### src/rtl/clause_bin_loader_pkg.sv
// Shared definitions for the clause bin loader and the bin memory controller:
// sequencer state encoding and the {len, clause} memory word packing.
package clause_bin_loader_pkg;

  typedef enum logic [2:0] {
    ST_IDLE,
    ST_LOAD,
    ST_LOAD_LAST,
    ST_UPDATE,
    ST_DONE
  } state_t;

  localparam int unsigned DEF_NUM_VARS    = 8;
  localparam int unsigned DEF_WIDTH_C_LEN = 4;

  // Width of one bin memory word: 2 bits per variable plus the length field
  function automatic int unsigned clause_word_w(input int unsigned num_vars,
                                                input int unsigned width_c_len);
    return num_vars * 2 + width_c_len;
  endfunction

  // Memory word layout at the default sizes, length in the upper bits
  typedef struct packed {
    logic [DEF_WIDTH_C_LEN-1:0] len;
    logic [DEF_NUM_VARS*2-1:0]  clause;
  } clause_word_t;

endpackage

### src/rtl/onehot_dec.sv
// Index to one-hot slot strobe decoder; all zeros when not enabled.
module onehot_dec #(
  parameter int unsigned WIDTH = 8,
  parameter int unsigned IDX_W = 3
) (
  input  logic             en_i,
  input  logic [IDX_W-1:0] idx_i,
  output logic [WIDTH-1:0] onehot_o
);

  always_comb begin
    onehot_o = '0;
    if (en_i) onehot_o[idx_i] = 1'b1;
  end

endmodule

### src/rtl/clause_bin_loader.sv
// Streams a clause bin from bin memory into the clause array (load) and writes
// the array's valid slots back to the same bin location (update).
module clause_bin_loader
  import clause_bin_loader_pkg::*;
#(
  parameter int unsigned NUM_CLAUSES = 8,
  parameter int unsigned NUM_VARS    = 8,
  parameter int unsigned WIDTH_C_LEN = 4,
  parameter int unsigned WIDTH_ADDR  = 10
) (
  input  logic                                          clk,
  input  logic                                          rst,
  input  logic                                          start_load_i,
  input  logic                                          start_update_i,
  input  logic [WIDTH_ADDR-1:0]                         base_addr_i,
  input  logic [$clog2(NUM_CLAUSES):0]                  num_clauses_i,
  output logic                                          busy_o,
  output logic                                          done_o,
  output logic [WIDTH_ADDR-1:0]                         mem_addr_o,
  output logic                                          mem_rd_o,
  output logic                                          mem_we_o,
  input  logic [clause_word_w(NUM_VARS, WIDTH_C_LEN)-1:0] mem_data_i,
  output logic [clause_word_w(NUM_VARS, WIDTH_C_LEN)-1:0] mem_data_o,
  output logic [NUM_CLAUSES-1:0]                        wr_o,
  output logic [NUM_CLAUSES-1:0]                        rd_o,
  output logic [NUM_VARS*2-1:0]                         clause_o,
  output logic [WIDTH_C_LEN-1:0]                        clause_len_o,
  input  logic [NUM_VARS*2-1:0]                         clause_i,
  input  logic [WIDTH_C_LEN-1:0]                        clause_len_i
);

  localparam int unsigned CNT_W  = $clog2(NUM_CLAUSES) + 1;
  localparam int unsigned IDX_W  = (NUM_CLAUSES > 1) ? $clog2(NUM_CLAUSES) : 1;
  localparam int unsigned WORD_W = clause_word_w(NUM_VARS, WIDTH_C_LEN);
  localparam logic [CNT_W-1:0] LAST_SLOT = CNT_W'(NUM_CLAUSES - 1);
  localparam logic [CNT_W-1:0] MAX_N     = CNT_W'(NUM_CLAUSES);

  state_t                  state_q, state_d;
  logic [CNT_W-1:0]        cnt_q, cnt_d;
  logic [CNT_W-1:0]        num_q, num_d;
  logic [WIDTH_ADDR-1:0]   base_q, base_d;
  logic                    wr_vld_q, wr_vld_d;
  logic                    wr_mem_q, wr_mem_d;
  logic [IDX_W-1:0]        wr_idx_q, wr_idx_d;

  logic [CNT_W-1:0]        num_clamp;
  logic [WIDTH_ADDR-1:0]   slot_addr;
  logic                    rd_en;

  assign num_clamp = (num_clauses_i > MAX_N) ? MAX_N : num_clauses_i;
  assign slot_addr = base_q + WIDTH_ADDR'(cnt_q);

  always_ff @(posedge clk) begin
    if (!rst) begin
      state_q  <= ST_IDLE;
      cnt_q    <= '0;
      num_q    <= '0;
      base_q   <= '0;
      wr_vld_q <= 1'b0;
      wr_mem_q <= 1'b0;
      wr_idx_q <= '0;
    end else begin
      state_q  <= state_d;
      cnt_q    <= cnt_d;
      num_q    <= num_d;
      base_q   <= base_d;
      wr_vld_q <= wr_vld_d;
      wr_mem_q <= wr_mem_d;
      wr_idx_q <= wr_idx_d;
    end
  end

  // Next state, counters and same-cycle memory/array strobes
  always_comb begin
    state_d    = state_q;
    cnt_d      = cnt_q;
    num_d      = num_q;
    base_d     = base_q;
    wr_vld_d   = 1'b0;
    wr_mem_d   = 1'b0;
    wr_idx_d   = wr_idx_q;
    busy_o     = (state_q != ST_IDLE);
    done_o     = 1'b0;
    mem_rd_o   = 1'b0;
    mem_we_o   = 1'b0;
    mem_addr_o = '0;
    mem_data_o = '0;
    rd_en      = 1'b0;

    case (state_q)
      ST_IDLE: begin
        cnt_d = '0;
        if (start_load_i) begin
          base_d  = base_addr_i;
          num_d   = num_clamp;
          state_d = ST_LOAD;
        end else if (start_update_i) begin
          base_d  = base_addr_i;
          num_d   = num_clamp;
          state_d = (num_clamp == '0) ? ST_DONE : ST_UPDATE;
        end
      end

      // Read slot k now; its array write follows one cycle later
      ST_LOAD: begin
        if (cnt_q < num_q) begin
          mem_rd_o   = 1'b1;
          mem_addr_o = slot_addr;
        end
        wr_vld_d = 1'b1;
        wr_mem_d = (cnt_q < num_q);
        wr_idx_d = IDX_W'(cnt_q);
        if (cnt_q == LAST_SLOT) state_d = ST_LOAD_LAST;
        else                    cnt_d   = cnt_q + CNT_W'(1);
      end

      ST_LOAD_LAST: state_d = ST_DONE;

      ST_UPDATE: begin
        rd_en      = 1'b1;
        mem_we_o   = 1'b1;
        mem_addr_o = slot_addr;
        mem_data_o = WORD_W'({clause_len_i, clause_i});
        if (cnt_q == num_q - CNT_W'(1)) state_d = ST_DONE;
        else                            cnt_d   = cnt_q + CNT_W'(1);
      end

      ST_DONE: begin
        done_o  = 1'b1;
        cnt_d   = '0;
        state_d = ST_IDLE;
      end

      default: state_d = ST_IDLE;
    endcase
  end

  // Slots past the bin's clause count are written as empty clauses
  always_comb begin
    {clause_len_o, clause_o} = '0;
    if (wr_vld_q && wr_mem_q) {clause_len_o, clause_o} = mem_data_i;
  end

  onehot_dec #(
    .WIDTH (NUM_CLAUSES),
    .IDX_W (IDX_W)
  ) u_wr_dec (
    .en_i     (wr_vld_q),
    .idx_i    (wr_idx_q),
    .onehot_o (wr_o)
  );

  onehot_dec #(
    .WIDTH (NUM_CLAUSES),
    .IDX_W (IDX_W)
  ) u_rd_dec (
    .en_i     (rd_en),
    .idx_i    (IDX_W'(cnt_q)),
    .onehot_o (rd_o)
  );

endmodule

### config.mk
export PLATFORM = sky130hd
export DESIGN_NAME = clause_bin_loader
export DESIGN_NICKNAME = d
export VERILOG_FILES = /design/src/rtl/clause_bin_loader_pkg.sv /design/src/rtl/onehot_dec.sv /design/src/rtl/clause_bin_loader.sv
export SDC_FILE = /design/constraint.sdc
export NUM_CORES = 1
export LEC_CHECK = 0
export BUFFER_PORTS_ARGS = -buffer_cell sky130_fd_sc_hd__buf_2
export CAP_MARGIN = 15
export CORE_MARGIN = 5
export CORE_UTILIZATION = 40
export DETAILED_ROUTE_END_ITERATION = 10
export GPL_TIMING_DRIVEN = 0
export PLACE_DENSITY = 0.73
export SETUP_SLACK_MARGIN = 0.5
export SLEW_MARGIN = 10
export SYNTH_ARGS = -nofsm -noshare
export SYNTH_HDL_FRONTEND = slang
export SYNTH_SLANG_ARGS = --single-unit
### constraint.sdc
create_clock -name clk -period 5.4 [get_ports clk]
set_input_delay 0.54 -clock clk [delete_from_list [all_inputs] [get_ports clk]]
set_output_delay 0.54 -clock clk [all_outputs]
set_load 0.02 [all_outputs]
Word level (Yosys, flattened, before mapping)

Index checks and enable logic that the tools add are counted.

Magnitude comparators: 6
Reduce and logical (&&, ||, !) cells: 13
Equal/unequal tests: 11
$add $sub $neg: 3
Multiplexer cells: 30

Operators with widths:

| cell                                                        | number |
|---|---|
| 2-to-1 mux 10 bit                                           | 3 |
| 2-to-1 mux 4 bit                                            | 6 |
| 2-to-1 mux 20 bit                                           | 1 |
| case mux 10 bit (2 select lines)                            | 1 |
| 2-to-1 mux 16 bit                                           | 1 |
| 2-to-1 mux 8 bit                                            | 2 |
| 2-to-1 mux 3 bit                                            | 5 |
| case mux 3 bit (4 select lines)                             | 1 |
| case mux 4 bit (3 select lines)                             | 1 |
| adder 10 x 4 -> 10 bit                                      | 1 |
| less-than comparator 3 x 4 -> 1 bit (second input constant) | 2 |
| inequality test 2 bit (second input constant)               | 4 |
| 2-to-1 mux 1 bit                                            | 7 |
| demux 1 bit (select 3 bit)                                  | 2 |
| == test 3 x 2 -> 1 bit (second input constant)              | 2 |
| >= comparator 3 x 1 -> 1 bit (second input constant)        | 2 |
| AND reduction 3 bit                                         | 2 |
| nonzero test 3 bit                                          | 2 |
| adder 4 x 1 -> 4 bit (second input constant)                | 1 |
| == test 4 x 3 -> 1 bit (second input constant)              | 1 |
| == test 4 bit                                               | 1 |
| > comparator 4 bit (second input constant)                  | 1 |
| logical NOT 4 bit                                           | 1 |
| less-than comparator 4 bit                                  | 1 |
| other kinds (9)                                             | 12 |

Output and inout port bits: 70
Register bits after elaboration: 26
Word-level logic and storage cells: 70
Bits of input ports: 58

Logic depth before layout (Yosys ltp)

Depth after elaboration: 7
Depth in mapped cells: 8
Gate-level depth less buffers: 7

Cells and area by module

From an unflattened synthesis, not the netlist that was laid out.

Cells, all modules: 260
Area total of the unflattened synthesis: 2040.7 um2

By module, submodules not included:

| module                | area each (um2) | seq. area each (um2) | cells each | times used |
|---|---|---|---|---|
| clause_bin_loader     | 1849.3          | 520.5                | 244        | 1 |
| onehot_dec (u_wr_dec) | 96.3            | 0.0                  | 8          | 1 |
| onehot_dec (u_rd_dec) | 95.1            | 0.0                  | 8          | 1 |

Worst setup path after synthesis

Ideal clock, no wire load.

Path kind: register to output
Start: register cnt_q[0]
End: output mem_addr_o[8]
Stages on the path, launching flop included: 8
Data required time: 4.860 ns
Path buffers: 0
Arrival time: 1.827 ns
Slack: 3.033 ns
Cell sequence: dfxtp_1 ha_1 fa_1 a21o_1 a21oi_1 nor3b_1 xnor2_1 nor2_1

Cells in the longest elaborated chain, start to end: 3
Elaborated cells between the ends (all ways): 4
Classes of those cells: add/sub (1); order compare (1); mux (2)

RTL lines:

| item                                                                        | RTL line                                          | source |
|---|---|---|
| start: declaration                                                          | clause_bin_loader.sv:39                           | `logic [CNT_W-1:0] cnt_q, cnt_d;` |
| start signal: assignment                                                    | clause_bin_loader.sv:64                           | `cnt_q <= cnt_d;` |
| adder 10 x 4 -> 10 bit / less-than comparator 4 bit (equally long branches) | clause_bin_loader.sv:51, clause_bin_loader.sv:106 |  |
| 2-to-1 mux 10 bit                                                           | clause_bin_loader.sv:106                          | `if (cnt_q < num_q) begin` |
| case mux 10 bit (2 select lines) (*)                                        | clause_bin_loader.sv:90                           | `case (state_q)` |
| end: declaration                                                            | clause_bin_loader.sv:19                           | `output logic [WIDTH_ADDR-1:0] mem_addr_o,` |

Mark *: on every way between the ends. The rest lies on a longest branch, timed or not.

Worst setup path after layout

Start: register cnt_q[0]
End: output mem_addr_o[6]

Same word-level chain as after synthesis.

==> qor.yml <==
synth:
  syn_inst: 266
  postSynthAreaPerCell_um2: 7.60
  synth_simple_gate_area_frac: 0.409
  synthMuxAreaShare: 0.00991
  synthDistinctLibCells: 44
  ys_ff_latch: 26
  ys_seq_area_frac: 0.258
  synth_edf_count: 0
  syn-cell-area_um2: 2020
  synth_nets: 335
  synthAdderAreaFrac: 0.0718
  synth_compound_area_frac: 0.156
  synthFlopType: "dfxtp_1"
  yosysWarnings: 0
  async_flop_share: 0
  synth_top_family_by_area: "simple AND/OR/NAND/NOR gates"
  synthXorXnorAreaFrac: 0.0514
status:
  status: "finished clean"
worst_setup_path:
  cp_num_cells: 9
  cp.buffers_inverters: 3
  arrival_ps: 2390
  reg2reg_setup_slack_ps: 3450
  cp-end-kind: "primary output"
  critPathKind: "reg2out"
  r2r_cells: 7
  start_kind: "flip-flop"
  path_delay_family: "compound AO/OA/AOI/OAI gates"
  slowest_delay_ps: 420
  cpMaxStageDelayCell: "a21oi_2"
  worstPathRequired_ps: 4860
  r2r-start: "cnt_q[0]"
  cp_max_fo: 10
  crit_chain: "clkbuf_1 -> inv_1 -> ha_1 -> nor2b_1 -> o21a_1 -> o21ai_0 -> a21oi_2 -> nor2_1 -> buf_2"
  reg2reg_to: "state_q[2]"
floorplanning:
  initial_core_util: 0.419
  die_area_um2: 6570
  core_area_um2: 4820
  fp.dieH_um: 81.1
  rows: 25
  die_w_um: 81.1
  ios: 128
global_route:
  grt_pass1_wl_um: 9060
  grt-ovfl-total: 0
  antenna_found_initial: 0
  grt_usage: 0.168
  first_global_vias: 2050
  grt_max_degree: 15
worst_hold_path:
  whs_endpoint: "base_q[0]"
  holdPathStages: 2
  hold_path_startpoint: "base_q[0]"
  hold_class: "reg2reg"
clock_network:
  hold_buffers: 0
  cts_buffers: 3
  ctsHtreeMaxLevel: 1
  path_clk_slew_ps: 90
  tritoncts: "yes"
  insertion_delay_ps: 270
  cts-root-buf: "clkbuf_8"
  cts_num_sinks: 26
  ctsResizeCount: 0
  clockBufferDepth: 2
  post_cts_buffers: 0
power_and_ir_drop:
  pwr-share-clk: 0.142
  p_int_mw: 0.488
  leakagePower_nw: 1.51
  sw_frac_of_total: 0.458
  combPwrFrac: 0.539
  switching_power_mw: 0.412
  pwr-share-seq: 0.320
  ir_drop_mv: 0.254
  p_total_mw: 0.900
  power_density_nw_per_um2: 322
timing:
  setup_ws_ps: 2470
  slew_headroom: 0.529
  finalHoldViolations: 0
  fin_crit_sh: 0.542
  setup_viol: 0
  period_minus_slack_ps: 2930
  slew_violations: 0
  tns_ps: 0
  worstMarginPinSlew_ps: 705
  max_freq_mhz: 342
  rsz0062_at_grt: "false"
  fin_skew_ps: 4.79
placement:
  io_buffers: 127
  place_inst: 460
  placed_area_um2: 2740
  routabilityCongestion: 0.834
  dpl_worst_slack_ps: 2760
  dp_hpwl_um: 4900
routing:
  wire_per_inst_um: 12.6
  drc: 0
  num_vias: 2228
  drtIter0Drc: 48
  drt_pass1_iterations: 4
  ant_nets: 0
  routed_wl_um: 5860
  avgViaCountPerCell: 4.80
layout:
  nets: 467
  layout-drive-gt1-share: 0.378
  stdcell_area_um2: 2800
  antennaDiodeCount: 0
  finalNonFillerCells: 464
  area_growth_pct: 38.3
  fillers: 505
job:
  maxCapViolCount: 0
-- worst max path at each step --
stage | slack (ps) | to | startpoint
6_report | 2470 | mem_addr_o[6] | cnt_q[0]
5_1_grt | 2240 | mem_addr_o[2] | cnt_q[0]
4_1_cts | 2440 | mem_addr_o[2] | cnt_q[0]
3_5_place_dp | 2760 | mem_addr_o[2] | cnt_q[0]
3_3_place_gp | 2820 | mem_addr_o[3] | cnt_q[0]
2_1_floorplan | 3030 | mem_addr_o[8] | cnt_q[0]
-- cell usage in the layout, fill, tap and decap left out, types with 2 or more instances in the layout --
master	Yosys	layout
nor2_2	2	2
or3_1	2	2
a21boi_0	15	15
nor4_1	2	2
mux2i_1	2	2
xnor2_1	7	7
dfxtp_1	26	26
clkbuf_1	8	8
o21ai_0	6	6
inv_2	2	2
ha_1	10	10
xor2_1	2	2
a21oi_1	7	7
and3_1	22	22
nand2b_1	5	5
nand2_1	42	42
buf_2	3	130
nor3b_1	3	3
nor2b_1	3	3
nand3b_1	5	5
nor3_1	10	10
inv_1	5	5
nor2_1	23	23
a21boi_1	4	4
nand3_1	4	4
a21o_1	3	3
clkbuf_8	0	4
a211oi_2	2	2
and2_1	25	25
-- Yosys cell counts, types with 6 or more instances --
cell,number,area [um2]
nor2_1,23,86.3
nor3_1,10,50.1
and3_1,22,138
a21oi_1,7,35.0
o21ai_0,6,30.0
clkbuf_1,8,30.0
dfxtp_1,26,521
and2_1,25,156
ha_1,10,125
xnor2_1,7,61.3
nand2_1,42,158
a21boi_0,15,113
-- cell type report --
type	instances	area [um2]	share of cell area
Clock buffer	4	55.1	0.0197
Timing Repair Buffer	127	636	0.227
Multi-Input combinational cell	220	1410	0.504
Sequential cell	26	520	0.186
Inverter	7	26.3	0.00940
Tap cell	67	83.8	0.0300
Buffer	13	63.8	0.0228
-- power groups by stage --
stage	logic, mW	registers (mW)	clock network [mW]
after CTS	0.491	0.288	0.129
after detailed placement	0.489	0.292	0
after floorplan	0.361	0.277	0
final	0.484	0.288	0.127
after global placement	0.480	0.289	0
after global routing	0.550	0.296	0.134
-- through the flow --
step	hold WS, ps	util
after global placement	459	0.569
final	477	0.580
after CTS	480	0.580
after floorplan	447	-
after detailed placement	468	0.569
after global routing	502	0.580
-- layer usage --
| metal | vias to the layer above | global-route usage | wire (um) |
|---|---|---|---|
| met4 | 0 | 0.0372 | 44 |
| met3 | 5 | 0.0222 | 460 |
| met1 | 983 | 0.215 | 2460 |
| met5 | - | 0 | 0 |
| li1 | 1170 | - | - |
| met2 | 70 | 0.299 | 2900 |
-- worst reg2reg max path, delay by kind of cell (launching register included) --
| family | cells | cell delay, ps |
|---|---|---|
| buf+inv | 2 | 470 |
| simple gates | 3 | 600 |
| compound gates | 1 | 100 |
| flops | 1 | 370 |
| fa+ha+maj | 1 | 320 |
-- flip-flops by register name, summed over array words and instances, names as in the netlist --
| name | flops |
|---|---|
| base_q | 10 |
| cnt_q | 4 |
| state_q | 3 |
| num_q | 4 |
| wr_idx_q | 3 |
| wr_vld_q | 1 |
| wr_mem_q | 1 |
-- cell families after synthesis --
family	count (synthesis)
AO/OA/AOI/OAI	43
XOR/XNOR	10
adder cells (fa/ha/maj)	11
buffers and inverters	20
flip-flops	26
multiplexers	2
AND/OR/NAND/NOR	154
Power figures use the tool's default switching activity.
